<file path="src/rtl/seg7_pkg.sv">
// Shared types, active-low segment codes and the BCD -> 7-segment decode function.
package seg7_pkg;

  typedef logic [3:0] bcd_t;
  typedef logic [6:0] seg7_t;

  localparam int NUM_DIGITS = 4;

  // Active-low codes, bit order {g,f,e,d,c,b,a}
  localparam seg7_t SEG_0     = 7'h40;
  localparam seg7_t SEG_1     = 7'h79;
  localparam seg7_t SEG_2     = 7'h24;
  localparam seg7_t SEG_3     = 7'h30;
  localparam seg7_t SEG_4     = 7'h19;
  localparam seg7_t SEG_5     = 7'h12;
  localparam seg7_t SEG_6     = 7'h02;
  localparam seg7_t SEG_7     = 7'h78;
  localparam seg7_t SEG_8     = 7'h00;
  localparam seg7_t SEG_9     = 7'h10;
  localparam seg7_t SEG_BLANK = 7'h7F;

  function automatic seg7_t bcd_to_seg7(input bcd_t bcd);
    seg7_t seg;
    case (bcd)
      4'd0:    seg = SEG_0;
      4'd1:    seg = SEG_1;
      4'd2:    seg = SEG_2;
      4'd3:    seg = SEG_3;
      4'd4:    seg = SEG_4;
      4'd5:    seg = SEG_5;
      4'd6:    seg = SEG_6;
      4'd7:    seg = SEG_7;
      4'd8:    seg = SEG_8;
      4'd9:    seg = SEG_9;
      default: seg = SEG_BLANK;
    endcase
    return seg;
  endfunction

endpackage

</file>
<file path="src/rtl/bcd_to_seg7.sv">
// Combinational single-digit decoder; invalid BCD blanks. ACTIVE_LOW=0 inverts
// every bit for common-cathode displays.
module bcd_to_seg7
  import seg7_pkg::*;
#(
  parameter bit ACTIVE_LOW = 1'b1
) (
  input  logic [3:0] i_bcd,
  output logic [6:0] o_seg
);

  seg7_t w_seg_al;

  assign w_seg_al = seg7_pkg::bcd_to_seg7(i_bcd);
  assign o_seg    = ACTIVE_LOW ? w_seg_al : ~w_seg_al;

endmodule

</file>
<file path="src/rtl/bcd4_seg7_display.sv">
// Four-digit BCD to 7-segment decode with one output register stage.
// Optional macro SEG_LISTO_GATE_EN: registers load only on edges with listo=1.
module bcd4_seg7_display
  import seg7_pkg::*;
#(
  parameter bit ACTIVE_LOW = 1'b1
) (
  input  logic       clk,
  input  logic       rst,
  input  logic [3:0] unidades_input,
  input  logic [3:0] decenas_input,
  input  logic [3:0] centenas_input,
  input  logic [3:0] milesimas_input,
  input  logic       listo,
  output logic [6:0] seg_unidades,
  output logic [6:0] seg_decenas,
  output logic [6:0] seg_centenas,
  output logic [6:0] seg_milesimas
);

  localparam seg7_t BLANK = ACTIVE_LOW ? SEG_BLANK : seg7_t'(~SEG_BLANK);

  bcd_t  [NUM_DIGITS-1:0] w_bcd;
  seg7_t [NUM_DIGITS-1:0] w_seg;
  seg7_t [NUM_DIGITS-1:0] r_seg;
  logic                   w_load;

  assign w_bcd = {milesimas_input, centenas_input, decenas_input, unidades_input};

  generate
    for (genvar g = 0; g < NUM_DIGITS; g++) begin : g_dig
      bcd_to_seg7 #(.ACTIVE_LOW(ACTIVE_LOW)) u_dec (
        .i_bcd (w_bcd[g]),
        .o_seg (w_seg[g])
      );
    end
  endgenerate

`ifdef SEG_LISTO_GATE_EN
  assign w_load = listo;
`else
  // listo is deliberately ignored in this build
  logic w_unused_listo;
  assign w_unused_listo = listo;
  assign w_load         = 1'b1;
`endif

  // Single shared enable keeps all four digits captured on the same edge
  always_ff @(posedge clk) begin
    if (rst)         r_seg <= {NUM_DIGITS{BLANK}};
    else if (w_load) r_seg <= w_seg;
  end

  assign seg_unidades  = r_seg[0];
  assign seg_decenas   = r_seg[1];
  assign seg_centenas  = r_seg[2];
  assign seg_milesimas = r_seg[3];

endmodule

</file>
<file path="config.mk">
export PLATFORM = sky130hd
export DESIGN_NAME = bcd4_seg7_display
export DESIGN_NICKNAME = d
export VERILOG_FILES = /design/src/rtl/seg7_pkg.sv /design/src/rtl/bcd_to_seg7.sv /design/src/rtl/bcd4_seg7_display.sv
export SDC_FILE = /design/constraint.sdc
export NUM_CORES = 1
export LEC_CHECK = 0
export ABC_AREA = 1
export CORE_MARGIN = 5
export CORE_UTILIZATION = 44
export DETAILED_ROUTE_END_ITERATION = 16
export MAX_ROUTING_LAYER = met4
export PLACE_DENSITY = 0.78
export SETUP_SLACK_MARGIN = 0.1
export SLEW_MARGIN = 20
export SYNTH_ARGS = -nofsm -noshare
export SYNTH_HDL_FRONTEND = slang
export SYNTH_SLANG_ARGS = --single-unit
</file>
<file path="constraint.sdc">
create_clock -name clk -period 0.9 [get_ports clk]
set_clock_uncertainty 0.05 [all_clocks]
set_input_delay 0.18 -clock clk [delete_from_list [all_inputs] [get_ports clk]]
set_output_delay 0.18 -clock clk [all_outputs]
set_load 0.03 [all_outputs]
</file>
==> impl_results.md <==
* Synth Area in Simple Gates at 0.3049
* Slowest CP cell: dfxtp_2
* Critical path cell sequence: buf_6
* Final setup fails at 28
* Endpoints failing hold at 0
* VDD IR-drop max at between 0.5 and 0.6 mV
* Maximum fanout along the worst path at 1
* Class of the worst hold path: input port to flop
* Largest family of logic cells by synthesized area: simple AND/OR/NAND/NOR gates
* Placer Congestion at between 0.8 and 0.9
* Total negative setup slack at -3.115 ns
* Max clock buf depth at 2
* Yosys cell types at 11
* WL per Instance at 9.369 um
* Vias/cell at 4.351
* Synth Area in Compound Gates at 0.02198
* Post-Synth XOR/XNOR Area at 0
* Die H at 65.73 um
* Fin nets at between 200 and 300
* 1st-iter DRT viols at 44
* Failing checks: negative setup slack
* First-pass GRT wire length at 4.560 mm
* Core Rows at 20
* Post-Syn Nets at 216
* Final WS setup at -0.1206 ns
* DIE WIDTH at around 66 um
* Final min period at 1.021 ns
* Cell Area, Synth at ~1400 um^2
* HPWL after DPL at around 2 mm
* Pwr dens at roughly 1300 nW/um^2
* ANT nets after route at 0
* # diodes at 0
* Depth of the CTS H-tree at 1
* Mapped Cells at 177
* Startpoint Class: flop
* Die area at between 4000 and 5000 um^2
* Vias in the first global route at approximately 1200
* Core Region at 3028 um^2
* Dpl cells at 279
* Max Cap Viol at 0
* Mean area per synthesized cell at roughly 7.7 um^2
* Initial Util at 0.4512
* RSZ-0062 raised after global routing: yes
* Finished Layout Cells at 282
* Worst Tran Pin Value at 0.2653 ns
* Leak at 1.030 nW
* Share of layout cells above drive strength 1 at 0.4412
* P&R area growth vs syn at 50.55%
* TritonCTS buffer count at 3
* 1st-pass router iterations at 5
* Worst-path clk slew at 0.14 ns
* # clock sinks at 28
* Yosys reg bits at 28
* Congestion Overflow GR at 0
* Max-slew violation count at 0
* WHS at 0.1670 ns
* Post-synthesis adder-cell area fraction at 0.1832
* Crit path kind: flop to output port
* # DRC at 0
* Root buf cell: clkbuf_4
* Peak Freq at between 900 and 1000 MHz
* Critical Path RT at 0.67 ns
* Post-synthesis mux area share at 0
* Critical Path End Type: output port
* Final total power at 2.677 mW
* Final Cycle Share at 1.134
* CP bufs+invs at 1
* Fill cells at 261
* Initial antenna violation count at 0
* Post-Route WL at 2.642 mm
* Max_slew headroom at 0.8231
* Largest net degree at the start of global routing at 15
* Ports at 47
* Worst path max stage delay at ~0.36 ns
* CP top delay family: flip-flops
* Status: finished, violations left
* WP data arrival at 0.79 ns
* Detailed-route via count at between 1000 and 1500
* CTS tree: done
* Post-synthesis sequential area ratio at 0.4103
* GRT Overall Usage at 0.1356
* Total number of yosys warnings at 0
* Port bufs at 45
==> timing repair <==
action / CTS / global route
endpoints found under the setup margin: 56 / 49
hold buffers: 0 / 0
gates resized for setup: 88 / 16
gates cloned: 0 / 0
buffers inserted: 0 / 0
pin swaps: 6 / 1
==> sequential cells by signal (all words and copies together) (netlist names) <==
| register | count |
|---|---|
| seg_centenas | 7 |
| seg_decenas | 7 |
| seg_milesimas | 7 |
| seg_unidades | 7 |
==> cell usage in the layout (no fill, tap or decap) <==
master | Yosys | routed
a21oi_1 | 4 | 4
buf_12 | 0 | 1
buf_4 | 1 | 10
buf_6 | 0 | 31
clkbuf_2 | 0 | 8
clkbuf_4 | 0 | 3
dfxtp_2 | 0 | 28
dlygate4sd2_1 | 0 | 9
ha_1 | 20 | 20
inv_1 | 27 | 16
inv_2 | 0 | 11
nand2_1 | 61 | 60
nand2_2 | 0 | 1
nand3_1 | 22 | 21
nand3_2 | 0 | 1
nor2_1 | 7 | 1
nor2_2 | 1 | 7
nor2_4 | 4 | 4
o21ai_0 | 2 | 2
==> per-layer routing <==
layer | routed length [um] | part of all wire | up-vias | track usage
met4 | 30 | 0.011 | 0 | 0.07513
met3 | 142 | 0.054 | 2 | 0.01538
met2 | 1401 | 0.53 | 38 | 0.2416
li1 | - | - | 661 | -
met5 | 0 | 0 | - | -
met1 | 1067 | 0.40 | 526 | 0.1451
==> final cells by class <==
| cell class | instances | area [um^2] | area share |
|---|---|---|---|
| Multi-Input combinational cell | 121 | 719.4 | 0.3498 |
| Tap cell | 44 | 55.05 | 0.02676 |
| Clock buffer | 3 | 22.52 | 0.01095 |
| Inverter | 27 | 101.3 | 0.04927 |
| Sequential cell | 28 | 595.6 | 0.2895 |
| Timing Repair Buffer | 59 | 563.0 | 0.2737 |
==> stage by stage <==
| step | util | setup slack (ns) | cell area, um^2 |
|---|---|---|---|
| after CTS | 0.6876 | -0.1352 | 2082 |
| after global placement | 0.6314 | -0.4941 | 1912 |
| after detailed placement | 0.6314 | -0.5209 | 1912 |
| after floorplan | - | 0.09215 | 1366 |
| final | 0.6793 | -0.1206 | 2057 |
| after global routing | 0.6793 | -0.1771 | 2057 |
==> path summary, 6_finish.rpt <==
path          startpoint               end  cells after the start
max     seg_milesimas[4]  seg_milesimas[4]                      1
min   milesimas_input[0]  seg_milesimas[4]                      5
==> synth_stat cells <==
cell	count	share of area
nor2_1	7	0.019
ha_1	20	0.18
nand3_1	22	0.081
nand2_1	61	0.17
dfxtp_1	28	0.41
nor2_2	1	0.0046
a21oi_1	4	0.015
nor2_4	4	0.033
inv_1	27	0.074
o21ai_0	2	0.0073
buf_4	1	0.0055
==> cell families (layout without fill, tap and decap cells) <==
logic type	Yosys count	in the layout
simple gates	95	95
flops	28	28
buf+inv	28	89
fa+ha+maj	20	20
compound gates	6	6
==> power by group <==
group          internal [mW]  leakage [nW]  total (mW)  switching [mW]
clock network          0.156        0.0138       0.496           0.339
logic                  0.346         0.790       0.798           0.452
registers               1.35         0.227        1.38          0.0379
No activity file was read; power rests on OpenSTA's default activity.
